File: src/rtl/sram_arbiter.sv
// sram_arbiter: shares one external 8-bit async SRAM between the core port
// (priority) and a DMA loader port. Each access is a fixed ACCESS_CYCLES-long
// timed cycle followed by a one-cycle ack. The outputs hold their last values
// between accesses.
// Optional build macro SRAM_ARB_STARVE_GUARD_EN bounds the time the DMA port
// waits. With the macro set, the DMA port wins after STARVE_LIMIT back-to-back
// core grants made while dma_req was high.
// ACCESS_CYCLES legal range 2..15; STARVE_LIMIT legal range 1..255.
module sram_arbiter #(
  parameter int unsigned ACCESS_CYCLES = 2
`ifdef SRAM_ARB_STARVE_GUARD_EN
  , parameter int unsigned STARVE_LIMIT = 8
`endif
) (
  input  logic        clk_sys,
  input  logic        res_n,
  input  logic        cpu_req,
  input  logic        cpu_we,
  input  logic [15:0] cpu_a,
  input  logic [7:0]  cpu_d,
  output logic [7:0]  cpu_q,
  output logic        cpu_ack,
  input  logic        dma_req,
  input  logic        dma_we,
  input  logic [18:0] dma_a,
  input  logic [7:0]  dma_d,
  output logic [7:0]  dma_q,
  output logic        dma_ack,
  output logic [18:0] sram_a,
  output logic [7:0]  sram_dout,
  output logic        sram_doe,
  output logic        sram_we_n,
  input  logic [7:0]  sram_din,
  output logic        busy
);

  localparam int unsigned CNT_W  = 4;
  localparam int unsigned ADDR_W = 19;
  localparam int unsigned DATA_W = 8;
  localparam logic [CNT_W-1:0] CNT_LOAD = CNT_W'(ACCESS_CYCLES - 1);

  typedef enum logic [1:0] {S_IDLE, S_ACT, S_END} state_t;

  state_t              state, state_nxt;
  logic [CNT_W-1:0]    cnt, cnt_nxt;
  logic                we_r, we_nxt;
  logic                own_dma, own_dma_nxt;
  logic [ADDR_W-1:0]   sram_a_nxt;
  logic [DATA_W-1:0]   sram_dout_nxt;
  logic                sram_doe_nxt, sram_we_n_nxt;
  logic                cpu_ack_nxt, dma_ack_nxt, busy_nxt;
  logic [DATA_W-1:0]   cpu_q_nxt, dma_q_nxt;
  logic                starve_trip_c;

`ifdef SRAM_ARB_STARVE_GUARD_EN
  localparam logic [7:0] STARVE_MAX = 8'(STARVE_LIMIT);
  logic [7:0] starve_cnt, starve_cnt_nxt;
  assign starve_trip_c = dma_req && (starve_cnt == STARVE_MAX);
`else
  assign starve_trip_c = 1'b0;
`endif

  // Next-state and next-output logic; the output registers hold their values unless changed here.
  always_comb begin
    state_nxt     = state;
    cnt_nxt       = cnt;
    we_nxt        = we_r;
    own_dma_nxt   = own_dma;
    sram_a_nxt    = sram_a;
    sram_dout_nxt = sram_dout;
    sram_doe_nxt  = sram_doe;
    sram_we_n_nxt = sram_we_n;
    cpu_q_nxt     = cpu_q;
    dma_q_nxt     = dma_q;
    cpu_ack_nxt   = 1'b0;
    dma_ack_nxt   = 1'b0;
`ifdef SRAM_ARB_STARVE_GUARD_EN
    starve_cnt_nxt = starve_cnt;
`endif
    case (state)
      S_IDLE: begin
`ifdef SRAM_ARB_STARVE_GUARD_EN
        if (!dma_req) starve_cnt_nxt = '0;
`endif
        if (starve_trip_c || (dma_req && !cpu_req)) begin
          state_nxt     = S_ACT;
          cnt_nxt       = CNT_LOAD;
          own_dma_nxt   = 1'b1;
          we_nxt        = dma_we;
          sram_a_nxt    = dma_a;
          sram_dout_nxt = dma_d;
          sram_doe_nxt  = dma_we;
          sram_we_n_nxt = ~dma_we;
`ifdef SRAM_ARB_STARVE_GUARD_EN
          starve_cnt_nxt = '0;
`endif
        end else if (cpu_req) begin
          state_nxt     = S_ACT;
          cnt_nxt       = CNT_LOAD;
          own_dma_nxt   = 1'b0;
          we_nxt        = cpu_we;
          sram_a_nxt    = {3'b000, cpu_a};
          sram_dout_nxt = cpu_d;
          sram_doe_nxt  = cpu_we;
          sram_we_n_nxt = ~cpu_we;
`ifdef SRAM_ARB_STARVE_GUARD_EN
          if (dma_req) starve_cnt_nxt = starve_cnt + 8'd1;
`endif
        end
      end
      S_ACT: begin
        if (cnt == '0) begin
          state_nxt     = S_END;
          sram_we_n_nxt = 1'b1;
          cpu_ack_nxt   = ~own_dma;
          dma_ack_nxt   = own_dma;
          if (!we_r) begin
            if (own_dma) dma_q_nxt = sram_din;
            else         cpu_q_nxt = sram_din;
          end
        end else begin
          cnt_nxt = cnt - CNT_W'(1);
          // WE rises one cycle before the last ACT cycle ends, so address and data stay stable around it
          sram_we_n_nxt = ~we_r | (cnt == CNT_W'(1));
        end
      end
      S_END: begin
        state_nxt     = S_IDLE;
        sram_doe_nxt  = 1'b0;
        sram_we_n_nxt = 1'b1;
      end
      default: state_nxt = S_IDLE;
    endcase
    busy_nxt = (state_nxt != S_IDLE);
  end

  // State register; every port output is registered here as well.
  always_ff @(posedge clk_sys or negedge res_n) begin
    if (!res_n) begin
      state     <= S_IDLE;
      cnt       <= '0;
      we_r      <= 1'b0;
      own_dma   <= 1'b0;
      sram_a    <= '0;
      sram_dout <= '0;
      sram_doe  <= 1'b0;
      sram_we_n <= 1'b1;
      cpu_q     <= '0;
      dma_q     <= '0;
      cpu_ack   <= 1'b0;
      dma_ack   <= 1'b0;
      busy      <= 1'b0;
    end else begin
      state     <= state_nxt;
      cnt       <= cnt_nxt;
      we_r      <= we_nxt;
      own_dma   <= own_dma_nxt;
      sram_a    <= sram_a_nxt;
      sram_dout <= sram_dout_nxt;
      sram_doe  <= sram_doe_nxt;
      sram_we_n <= sram_we_n_nxt;
      cpu_q     <= cpu_q_nxt;
      dma_q     <= dma_q_nxt;
      cpu_ack   <= cpu_ack_nxt;
      dma_ack   <= dma_ack_nxt;
      busy      <= busy_nxt;
    end
  end

`ifdef SRAM_ARB_STARVE_GUARD_EN
  // Counts core grants made while DMA is waiting.
  always_ff @(posedge clk_sys or negedge res_n) begin
    if (!res_n) starve_cnt <= '0;
    else        starve_cnt <= starve_cnt_nxt;
  end
`endif

endmodule

File: config.mk
export PLATFORM = sky130hd
export DESIGN_NAME = sram_arbiter
export DESIGN_NICKNAME = d
export VERILOG_FILES = /design/src/rtl/sram_arbiter.sv
export SDC_FILE = /design/constraint.sdc
export NUM_CORES = 1
export LEC_CHECK = 0
export CAP_MARGIN = 20
export CELL_PAD_IN_SITES_DETAIL_PLACEMENT = 1
export CELL_PAD_IN_SITES_GLOBAL_PLACEMENT = 1
export CORE_MARGIN = 4
export CORE_UTILIZATION = 34
export CTS_CLUSTER_DIAMETER = 120
export DETAILED_ROUTE_END_ITERATION = 6
export GPL_ROUTABILITY_DRIVEN = 1
export HOLD_SLACK_MARGIN = 0.08
export PLACE_DENSITY_LB_ADDON = 0.1
export SLEW_MARGIN = 20
export SYNTH_ARGS = -nofsm -noshare
export SYNTH_HDL_FRONTEND = slang
export SYNTH_SLANG_ARGS = --single-unit
File: constraint.sdc
create_clock -name clk_sys -period 5.1 [get_ports clk_sys]
set_clock_uncertainty 0.1 [all_clocks]
set_input_delay 0.765 -clock clk_sys [delete_from_list [all_inputs] [get_ports clk_sys]]
set_output_delay 0.765 -clock clk_sys [all_outputs]
set_load 0.01 [all_outputs]
# Yosys cells after proc, flatten, opt, wreduce, memory -nomap -nowiden

Cells that the tools add are included.

Register bits: 56
Input port bits: 65
Output and inout bits: 48

Add/subtract/negate cells: 1
Equal/unequal tests: 5
Multiplexer cells: 25
Bitwise operators: 5
Reductions and logical operators: 15

Operators with widths:

| kind                                              | count |
|---|---|
| 2-to-1 mux 19 bit                                 | 2 |
| 2-to-1 mux 8 bit                                  | 2 |
| 2-to-1 mux 4 bit                                  | 3 |
| 2-to-1 mux 1 bit                                  | 11 |
| one-hot mux 4 bit (2 select lines)                | 1 |
| AND reduction 4 bit                               | 2 |
| nonzero test 2 bit                                | 4 |
| 2-to-1 mux 2 bit                                  | 3 |
| AND reduction 2 bit                               | 3 |
| == test 4 x 1 -> 1 bit (second input constant)    | 1 |
| logical NOT 4 bit                                 | 1 |
| inverter 1 bit                                    | 4 |
| one-hot mux 2 bit (2 select lines)                | 1 |
| subtractor 4 x 1 -> 4 bit (second input constant) | 1 |
| != test 3 bit (second input constant)             | 1 |
| one-hot mux 1 bit (3 select lines)                | 1 |
| AND reduction 3 bit                               | 1 |
| nonzero test 3 bit                                | 1 |
| == test 2 x 1 -> 1 bit (second input constant)    | 1 |
| == test 2 bit (second input constant)             | 1 |
| logical NOT 2 bit                                 | 1 |
| != test 2 bit (second input constant)             | 1 |
| one-hot mux 1 bit (2 select lines)                | 1 |
| logical AND 1 bit                                 | 1 |
| other kinds (2)                                   | 2 |

# Logic depth before layout (Yosys ltp)

Gate-level depths: netlist of the first run.

Depth in word-level cells: 5
Depth in mapped cells: 7
Gate-level depth less buffers: 6

# Worst setup path after synthesis of the first run

No wires, ideal clock.

Path kind: input to register
Start: input port cpu_req
End: register cnt[0]
Library setup time: 141 ps
Arrival time: 1,686 ps
Required time: 4,859 ps
Slack: 3,174 ps
Stages: 4
Path through: buf_2 > or3b_2 > o21ai_0 > a22oi_1

Cells in the longest elaborated chain, start to end: 4
Elaborated cells on any way between the ends: 6

RTL lines:

| item                                                                                       | RTL line | RTL |
|---|---|---|
| start, declared                                                                            | 17       | `input logic cpu_req,` |
| logical NOT 1 bit                                                                          | 85       | `if (starve_trip_c \|\| (dma_req && !cpu_req)) begin` |
| logical AND 1 bit                                                                          | 85       |  |
| != test 3 bit (no source line) or 2-to-1 mux 4 bit (tied branches)                         | -        |  |
| AND reduction 3 bit (no source line) or one-hot mux 4 bit (2 select lines) (tied branches) | -        |  |
| end signal, assigned                                                                       | 155      | `cnt <= cnt_nxt;` |
| end, declared                                                                              | 45       | `logic [CNT_W-1:0] cnt, cnt_nxt;` |

Parallel ways exist; a longest one is shown, timed or not.
A chain may end at the register's enable or synchronous reset.

# Worst setup path in the final report of the first run

Start: input port cpu_req
End: register sram_we_n

Cells in the longest elaborated chain, start to end: 4
Elaborated cells on any way between the ends: 6

RTL lines:

| item                                                                      | RTL line | RTL |
|---|---|---|
| logical NOT 1 bit                                                         | 85       |  |
| logical AND 1 bit                                                         | 85       |  |
| 2-to-1 mux 1 bit or != test 3 bit (tied branches)                         | -        |  |
| one-hot mux 1 bit (3 select lines) or AND reduction 2 bit (tied branches) | -        |  |
| end signal, assigned                                                      | 161      | `sram_we_n <= sram_we_n_nxt;` |
| end, declared                                                             | 32       | `output logic sram_we_n,` |

Parallel ways exist; a longest one is shown, timed or not.

==> summary.txt, run 1 <==
Run status
  • Status: finished, final reports clean

Synthesis
  • #FFs+latches synth: 56
  • Synthesized area: approximately 2600 sq um
  • Leading area contributor after synthesis: dfrtp_1
  • Main combinational cell family by area after synthesis: multiplexers
  • Netlist cell types: 36
  • Seq/Total Area, Yosys: 54.3%
  • Avg Cell Area, Syn: 11.1 sq um
  • Post-Synth Simple-Gate Area: 10.0%
  • Top FF cell, synth: dfrtp_1
  • Synth warnings: 0
  • Syn nets: a little over 300
  • Post-Synth Adder-Cell Area: 2.42%
  • Top cell type's share of synthesized area: 53.3%
  • Post-synth EDFFs: 0
  • Synth area leaders: dfrtp_1 (53%), mux2i_1 (9.7%), o21ai_0 (6.2%)
  • Xor/xnor share of the synthesized area: 0%
  • Asr flop ratio synth: 100%
  • Post-Syn Instances: 232
  • Mux cell area share after synthesis: 17.8%
  • Compound-Gate Fraction of Synth Area: 11.4%

Global route
  • Initial antenna violation count: 0
  • Total track usage: 15.2%
  • First-pass GRT wire length: 10700 microns
  • Total gr overflow: 0
  • Vias in the first global route: 2140
  • Pin count of the biggest net entering global routing: 57

Finish
  • Core Util, Final: a little over half
  • Commonest non-fill, non-tap cell in the layout: clkdlybuf4s50_1
  • Area delta synth->final: 50.6%
  • Layout net count: 409
  • Share of post-route cells with drive strength above 1: 10.3%
  • Commonest cells after routing, fill and taps aside: clkdlybuf4s50_1 (111), dfrtp_1 (55), o21ai_0 (32)
  • N_diodes: 0
  • Fillers: 795

CTS
  • Postcts setup bufs: 0
  • Post-CTS Resized: 0
  • Root Driver: clkbuf_8
  • Max clock buf depth: 2
  • H-tree levels: 2
  • CTS clock-pin slew for the worst setup and hold paths: 0.10 ns
  • Clk Latency, worst-skew pair: 0.31 ns
  • CTS Hold Bufs: 0
  • CTS tree: done
  • Sink Count: 56
  • CTS Buf Count: 5

Drt
  • Iter 0 DRT Violations: between 70 and 80
  • Routed Antenna Nets: 0
  • Via count: around 2100
  • # DRC: 0
  • Wire length per cell: approximately 16 microns
  • Drt first pass iters: 4
  • Routed wire length: 6830 microns
  • Drt via density: 4.81

Worst hold path
  • HP Start: sram_dout[4]
  • Hold Path End: sram_dout[4]
  • Hold WC Path Type: reg2reg
  • Hold Path Depth: 2

Timing
  • Max Fclk: 0.360 GHz
  • Max-slew violations: 0
  • Worst-margin pin slew: 0.828 ns
  • Final WS setup: ~2.3 ns
  • Setup violations, final: 0
  • Fin. Hold Viols: 0
  • Crit path time final: 2.77 ns
  • RSZ-0062 raised after global routing: false
  • Worst slew margin: 44.8%
  • Fin Setup TNS: 0 ns
  • Final Cycle Share: a little over half
  • Min Hold Slack: a little under 0.4 ns

Job
  • Max-cap violations: 0

Worst setup path
  • Reg-to-reg slack, setup: 2.76 ns
  • CP required: 5.21 ns
  • Crit path DAT: 2.88 ns
  • Crit path kind: in2reg
  • Worst r2r src: state[1]
  • R2R Path End: cpu_q[3]
  • Reg2Reg Depth: 5
  • Crit path max fanout: 25
  • Startpoint types: input pin
  • Critical path endpoint category: register

Place
  • DP HPWL: 5100 microns
  • Buffers on Ports: 112
  • Pre-CTS WS: 1.99 ns
  • Final Wtd Congestion: 0.753

Pwr
  • Sw Share: between 30 and 40%
  • Leakage: 1.74 nW
  • Switching Power: roughly 0.00077 W
  • Comb power frac: 51.6%
  • Clock network power share: 11.5%
  • Cell area power density: about 540 nW/um^2
  • VDD IR max: 0.208 mV
  • Seq pwr share: 37.0%
  • Internal Power: 0.00135 W

Die
  • Die Width: 95.2 microns
  • Die area: slightly above 9000 sq um
  • Die Ht: 95.2 microns
  • Std cell rows: 31
  • Initial core utilization: 35.2%
  • Total core area: 7330 sq um
  • I/O Pins: 113
-- cells by family after synthesis --
logic type | after synthesis
adders and majority gates | 5
muxes | 41
and+or+nand+nor | 55
AOI/OAI and AO/OA | 52
DFF | 56
buffers and inverters | 23
-- cells in the mapped netlist, types with 2 or more instances --
master	n
dfrtp_1	55
o21ai_0	32
nand2_1	29
mux2i_1	25
inv_1	9
clkbuf_1	8
mux2_2	8
mux2_4	8
nor2_1	8
a21oi_1	5
ha_1	5
nand3_1	5
o22ai_1	4
buf_2	3
o21a_1	3
buf_4	2
nand2b_1	2
o31ai_1	2
or3b_2	2
-- stage by stage --
step	instance area (sq um)	instances	power [W]
floorplan	2580	232	0.00132
global placement	3770	430	0.00184
CTS	3860	438	0.00214
detailed placement	3770	430	0.00188
finish	3890	439	0.00212
global route	3890	439	0.00230
-- final cells by class --
type / count / area, sq um / share of cell area, %
tap: 99 / 124 / 3.18
multi-input combinational: 153 / 1090 / 28.0
sequential: 56 / 1400 / 36.1
clock inverter: 2 / 16.3 / 0.418
clock buffer: 6 / 72.6 / 1.87
timing repair buffer: 114 / 1150 / 29.6
inverter: 9 / 33.8 / 0.868
-- critical path, cell delays in order --
cell	delay, ns
clkdlybuf4s50_1	0.66
nand2b_2	0.74
mux2i_1	0.36
nor2_1	0.08
o41ai_1	0.27
-- per-layer routing --
metal	vias up	track usage (%)	share of wire [%]
met3	5	5.52	9.9
met4	0	3.61	0.92
met1	1014	18.8	40
met2	72	25.1	49
li1	1021	-	-
met5	-	0	0
-- flip-flops by register name, indices dropped and copies added (netlist names) --
signal     cells
sram_dout      8
dma_ack        1
state          2
dma_q          8
sram_we_n      1
cpu_q          8
own_dma        1
busy           1
we_r           1
cpu_ack        1
sram_a        19
sram_doe       1
cnt            4
-- power groups by stage --
stage          combinational [W]  clock [W]  sequential [W]
5_1_grt                  0.00121   0.000272        0.000816
3_5_place_dp             0.00109          0        0.000796
4_1_cts                  0.00109   0.000256        0.000787
6_report                 0.00109   0.000243        0.000784
3_3_place_gp             0.00106          0        0.000785
2_1_floorplan           0.000452          0        0.000865
-- worst max path at each step --
| stage | startpoint | endpoint | slack, ns | cells past startpoint |
|---|---|---|---|---|
| 2_1_floorplan | cpu_req | cnt[0] | 3.17 | 4 |
| 3_3_place_gp | cpu_req | sram_we_n | 2.10 | 5 |
| 3_5_place_dp | cpu_req | sram_we_n | 1.99 | 5 |
| 4_1_cts | cpu_req | sram_we_n | 2.33 | 5 |
| 5_1_grt | cpu_req | sram_we_n | 2.19 | 5 |
| 6_report | cpu_req | sram_we_n | 2.33 | 5 |
(Power assumes the default switching activity.)
==> inputs of run 2 (changes only) <==
Settings changed: CORE_UTILIZATION 34 to 31.
Clock period 5.1 ns to 2.66 ns, I/O delays scaled along.
==> run 2 against run 1 <==
  * Critical path depth is the same
  * Wire length grew 0.41%
  * Global-route usage fell by 1.2 points
  * Combinational power grew 94%
  * Power increased by 93%
  * Setup slack worse by 1.7 ns
  * Register-to-register slack worse by 2.2 ns
  * Non-clock buffer count is 8 higher
==> summary.txt, run 2 (synthesis results as in run 1) <==
Finish
  • Fillers: 904 (+14%)
  • Seq. cell area: 1400 sq um (unchanged)
  • Finished Cell Area: 3960 sq um (+1.7%)
  • Share of post-route cells with drive strength above 1: 12.4% (+2.1 points)
  • N_diodes: 0 (unchanged)
  • Top reg by flops: sram_a
  • Commonest cells after routing, fill and taps aside: clkdlybuf4s50_1 (111), dfrtp_1 (55), o21ai_0 (32)
  • Commonest non-fill, non-tap cell in the layout: clkdlybuf4s50_1
  • Layout net count: 417 (+2.0%)
  • Area delta synth->final: 53.1%
  • Multi-input gate area: 1090 sq um (unchanged)
  • Core Util, Final: 48.4% (-4.7 points)
  • Max reg flops: 19 (unchanged)

Worst hold path
  • Hold Path End: sram_a[11]
  • Hold Path Depth: 2 (unchanged)
  • HP Start: sram_a[11]
  • Hold WC Path Type: reg2reg

Die
  • I/O Pins: 113 (unchanged)
  • Std cell rows: 33 (+6.5%)
  • Die Width: 99.3 microns (+4.3%)
  • Die Ht: 99.3 microns (+4.3%)
  • Initial core utilization: 31.6% (-3.6 points)
  • Die area: 9860 sq um (+8.8%)
  • Total core area: 8180 sq um (+12%)

CTS
  • CTS Hold Bufs: 1 (+1)
  • Clk Latency, worst-skew pair: 0.31 ns (about the same)
  • Sink Count: 56 (unchanged)
  • CTS clock-pin slew for the worst setup and hold paths: 0.11 ns (about the same)
  • CTS tree: done
  • Postcts setup bufs: 0 (unchanged)
  • Root Driver: clkbuf_8
  • H-tree levels: 2 (unchanged)
  • CTS Buf Count: 5 (unchanged)
  • Max clock buf depth: 2 (unchanged)
  • Post-CTS Resized: 0 (unchanged)

Run status
  • Status: finished, final reports clean

Worst setup path
  • Critical path's top delay family: simple AND/OR/NAND/NOR gates
  • Reg-to-reg slack, setup: 0.60 ns (-2.16 ns)
  • Worst path max stage delay: 0.56 ns (-0.18 ns)
  • Worst r2r src: cnt[0]
  • CP Cell Sequence: inv_1 -> ha_1 -> nand3_2 -> or3_1 -> mux2_4
  • Crit path max fanout: 8 (-68%)
  • R2R Path End: dma_q[0]
  • Critical path endpoint category: register
  • Crit path max-delay cell type: or3_1
  • Crit path kind: reg2reg
  • Crit path DAT: 2.17 ns (-0.71 ns)
  • Reg2Reg Depth: 5 (unchanged)
  • CP required: 2.77 ns (-2.44 ns)
  • Buf+Inv Stages, Crit Path: 1 (unchanged)
  • Startpoint types: register

Drt
  • Drt first pass iters: 4 (unchanged)
  • # DRC: 0 (unchanged)
  • Drt via density: 4.67 (-3.0%)
  • Iter 0 DRT Violations: 52 (-31%)
  • Routed Antenna Nets: 0 (unchanged)
  • Wire length per cell: 15.1 microns (-2.7%)
  • Via count: 2114 (+0.095%)
  • Routed wire length: 6850 microns (+0.41%)

Timing
  • Worst-margin pin slew: 0.521 ns (-0.307 ns)
  • Crit path time final: 2.06 ns
  • Final Cycle Share: 77.4%
  • Setup violations, final: 0 (unchanged)
  • Fin Setup TNS: 0 ns (unchanged)
  • RSZ-0062 raised after global routing: false
  • Worst slew margin: 65.2% (+20 points)
  • Fin. Hold Viols: 0 (unchanged)
  • Max Fclk: 0.486 GHz
  • Max-slew violations: 0 (unchanged)

Job
  • Max-cap violations: 0 (unchanged)

Global route
  • First-pass GRT wire length: 11100 microns (+4.5%)
  • Initial antenna violation count: 0 (unchanged)
  • Pin count of the biggest net entering global routing: 54 (-5.3%)
  • Total gr overflow: 0 (unchanged)
  • Vias in the first global route: 2236 (+4.5%)
  • Total track usage: 14.0% (-1.2 points)

Place
  • Placed Area: 3850 sq um (+2.1%)
  • Buffers on Ports: 112 (unchanged)
  • Final Wtd Congestion: 0.768 (+2.1%)
  • DP HPWL: 5310 microns (+4.0%)

Pwr
  • Leakage: 1.78 nW (+1.9%)
  • VDD IR max: 0.313 mV (+50%)
  • Cell area power density: 1040 nW/um^2 (+90%)
==> run 2: report_power, final <==
part	leakage, nW	total, W	switching (W)	internal [W]
registers	0.688	0.00151	0.000245	0.00126
clock network	0.0404	0.000477	0.000290	0.000187
logic	1.05	0.00212	0.000953	0.00116
total	1.78	0.00410	0.00149	0.00261
==> run 2: final cells by class <==
class / count / share of cell area [%]
Sequential cell: 56 / 35.5
Timing Repair Buffer: 122 / 30.5
Multi-Input combinational cell: 153 / 27.5
Tap cell: 105 / 3.32
Clock buffer: 5 / 1.74
Inverter: 9 / 0.854
Clock inverter: 3 / 0.601
==> run 2: worst min-delay path, cell delays in order, from the launching register on <==
cell and delay [ns]:
dfrtp_1 0.35, nand2_1 0.05, o21ai_0 0.06
==> run 2: per-layer routing <==
metal | share of wire, % | vias up | track usage, %
li1 | - | 1030 | -
met1 | 42 | 1004 | 16.9
met2 | 47 | 75 | 23.6
met3 | 9.6 | 5 | 5.47
met4 | 0.92 | 0 | 3.15
met5 | 0 | - | 0
==> run 2: worst max path at each step <==
| stage | startpoint | to | slack [ns] | cells past startpoint |
|---|---|---|---|---|
| 2_1_floorplan | cnt[0] | dma_q[0] | 0.84 | 6 |
| 3_3_place_gp | cpu_req | sram_a[15] | 0.42 | 5 |
| 3_5_place_dp | cpu_req | sram_a[14] | 0.40 | 5 |
| 4_1_cts | cnt[0] | dma_q[2] | 0.58 | 5 |
| 5_1_grt | cnt[0] | dma_q[2] | 0.49 | 5 |
| 6_report | cnt[0] | dma_q[0] | 0.60 | 5 |
==> run 2: through the flow <==
stage                     hold WS (ns)  setup slack (ns)  std cells  total power, W
after floorplan                0.00341             0.843        232         0.00252
after global placement           0.260             0.417        444         0.00362
after detailed placement         0.257             0.404        444         0.00369
after CTS                        0.394             0.582        453         0.00418
after global routing             0.424             0.490        453         0.00444
final                            0.387             0.601        453         0.00410
==> inputs of run 3 (changes only) <==
Settings changed: CORE_UTILIZATION 31 to 28.
Clock period 2.66 ns to 1.81 ns, I/O delays scaled along.
==> run 3 against run 2 <==
  * Global-route usage fell by 1.0 points
  * Power rose by 57%
  * Wire length rose by 3.6%
  * Largest power group unchanged
  * Final cell count rose by 4.2%
  * Critical path type is now reg2out
  * Non-clock buffer count rose by 16
  * Clock power rose by 72%
  * Flip-flop and latch count did not move
  * Die area rose by 9.8%
  * Sequential share of layout area fell by 2.0 points
  * Core utilization fell by 1.1 points
  * Sequential power rose by 44%
  * Worst hold slack got worse by 0.0011 ns
==> summary.txt, run 3 (synthesis results as in run 1) <==
Worst setup path
  • Crit path DAT: 1.38 ns (-0.79 ns)
  • Buf+Inv Stages, Crit Path: 1 (unchanged)
  • Worst path max stage delay: 0.55 ns (about the same)
  • Startpoint types: register
  • Crit path kind: reg2out
  • Critical path's top delay family: flip-flops
  • CP Cell Sequence: clkdlybuf4s50_1
  • Crit path max fanout: 2 (-6)
  • Crit path max-delay cell type: dfstp_2
  • CP required: 1.44 ns (-1.33 ns)
  • Critical path endpoint category: output pin

Drt
  • Routed wire length: 7100 microns (+3.6%)
  • Drt first pass iters: 4 (unchanged)
  • Routed Antenna Nets: 0 (unchanged)
  • # DRC: 0 (unchanged)
  • Iter 0 DRT Violations: 44 (-15%)
  • Via count: 2174 (+2.8%)
  • Drt via density: 4.61 (-1.3%)
  • Wire length per cell: 15.0 microns (-0.61%)

Finish
  • Share of post-route cells with drive strength above 1: 18.7% (+6.3 points)
  • Area delta synth->final: 62.1%
  • Top reg by flops: sram_a
  • Commonest cells after routing, fill and taps aside: clkdlybuf4s50_1 (111), dfrtp_1 (55), o21ai_0 (31)
  • Max reg flops: 19 (unchanged)
  • Layout net count: 433 (+3.8%)
  • Fillers: 993 (+9.8%)
  • Commonest non-fill, non-tap cell in the layout: clkdlybuf4s50_1
  • Finished Cell Area: 4190 sq um (+5.9%)
  • N_diodes: 0 (unchanged)
  • Non-Filler Instances: 472 (+4.2%)

Global route
  • Total track usage: 13.0% (-1.0 points)
  • Total gr overflow: 0 (unchanged)
  • First-pass GRT wire length: 11500 microns (+3.0%)
  • Vias in the first global route: 2273 (+1.7%)
  • Initial antenna violation count: 0 (unchanged)
  • Pin count of the biggest net entering global routing: 57 (+5.6%)

Place
  • Placed Area: 4010 sq um (+3.9%)
  • Final Wtd Congestion: 0.784 (+2.0%)
  • Buffers on Ports: 112 (unchanged)
  • DP HPWL: 5480 microns (+3.4%)
  • Placed cells: 463 (+4.3%)

Run status
  • Status: finished, final reports clean

Die
  • Die Width: 104 microns (+4.8%)
  • Total core area: 8850 sq um (+8.2%)
  • I/O Pins: 113 (unchanged)
  • Std cell rows: 34 (+3.0%)
  • Die Ht: 104 microns (+4.8%)
  • Initial core utilization: 29.2% (-2.4 points)
  • Die area: 10800 sq um (+9.8%)

CTS
  • CTS clock-pin slew for the worst setup and hold paths: 0.10 ns (about the same)
  • Postcts setup bufs: 0 (unchanged)
  • H-tree levels: 2 (unchanged)
  • CTS tree: done
  • Clk Latency, worst-skew pair: 0.31 ns (about the same)
  • Root Driver: clkbuf_8
  • Max clock buf depth: 2 (unchanged)
  • CTS Buf Count: 5 (unchanged)
  • Sink Count: 56 (unchanged)

Timing
  • Crit path time final: 1.75 ns
  • Worst-margin pin slew: 0.312 ns (-0.209 ns)
  • Worst slew margin: 79.1% (+14 points)
  • RSZ-0062 raised after global routing: true
  • Max-slew violations: 0 (unchanged)
  • Fin. Hold Viols: 0 (unchanged)
  • Setup violations, final: 0 (unchanged)
  • Max Fclk: between 0.5 and 0.6 GHz
  • Final Cycle Share: between 90% and 100%

Pwr
  • Total power: 0.00646 W (+57%)
  • Cell area power density: 1540 nW/um^2 (+49%)
  • Leakage: 1.89 nW (+6.4%)
  • VDD IR max: 0.463 mV (+48%)

Job
  • Max-cap violations: 0 (unchanged)

Worst hold path
  • Hold WC Path Type: reg2reg
run 3: changes by cell type in the layout (fill, tap and decap cells not counted), sizes merged:
cell      delta
bufinv       +1
buf         +16
clkinvlp     -1
run 3: what timing repair did:
| item | 4_1_cts | 5_1_grt |
|---|---|---|
| hold endpoints to repair | 55 | 0 |
| hold buffers | 1 | 0 |
| resized for setup | 5 | 11 |
| setup endpoints to repair | 21 | 22 |
| pin swaps | 0 | 1 |
run 3: stage by stage:
stage / worst slack [ns] / util [%] / hold slack [ns] / setup TNS [ns]
floorplan: 0.0239 / - / -0.124 / 0
global placement: -0.113 / 45.3 / 0.202 / -0.362
detailed placement: -0.164 / 45.3 / 0.201 / -1.38
CTS: 0.00539 / 46.9 / 0.393 / 0
global route: -0.0156 / 47.3 / 0.420 / -0.0908
finish: 0.0562 / 47.3 / 0.386 / 0
run 3: layout make-up:
type | count | area [sq um] | area share, %
clock inverter | 3 | 42.5 | 1.02
inverter | 9 | 33.8 | 0.807
timing repair buffer | 138 | 1360 | 32.5
clock buffer | 5 | 68.8 | 1.64
tap | 108 | 135 | 3.23
sequential | 56 | 1400 | 33.5
multi-input combinational | 153 | 1140 | 27.3
run 3: final timing paths:
path	cells after the start	endpoint	start	slack, ns
worst max-delay path	1	sram_we_n	sram_we_n	0.06
worst min-delay path	2	sram_a[5]	sram_a[5]	0.39
worst max register to register	6	dma_q[2]	cnt[1]	0.06
worst min register to register	2	sram_a[5]	sram_a[5]	0.39
max in group asynchronous	3	sram_we_n	res_n	0.92
min in group asynchronous	3	sram_dout[7]	res_n	0.40
run 3: report_power, final:
| part | internal [W] | switching [W] | total (W) |
|---|---|---|---|
| registers | 0.00185 | 0.000323 | 0.00218 |
| clock network | 0.000410 | 0.000410 | 0.000820 |
| logic | 0.00193 | 0.00153 | 0.00346 |
run 3: layer usage:
metal	global-route usage, %	wire (microns)	vias to the layer above	part of all wire (%)
met2	21.7	3320	81	47
met5	0	0	-	0
met1	15.9	3090	1018	44
li1	-	-	1067	-
met3	4.66	623	8	8.8
met4	3.13	63	0	0.89
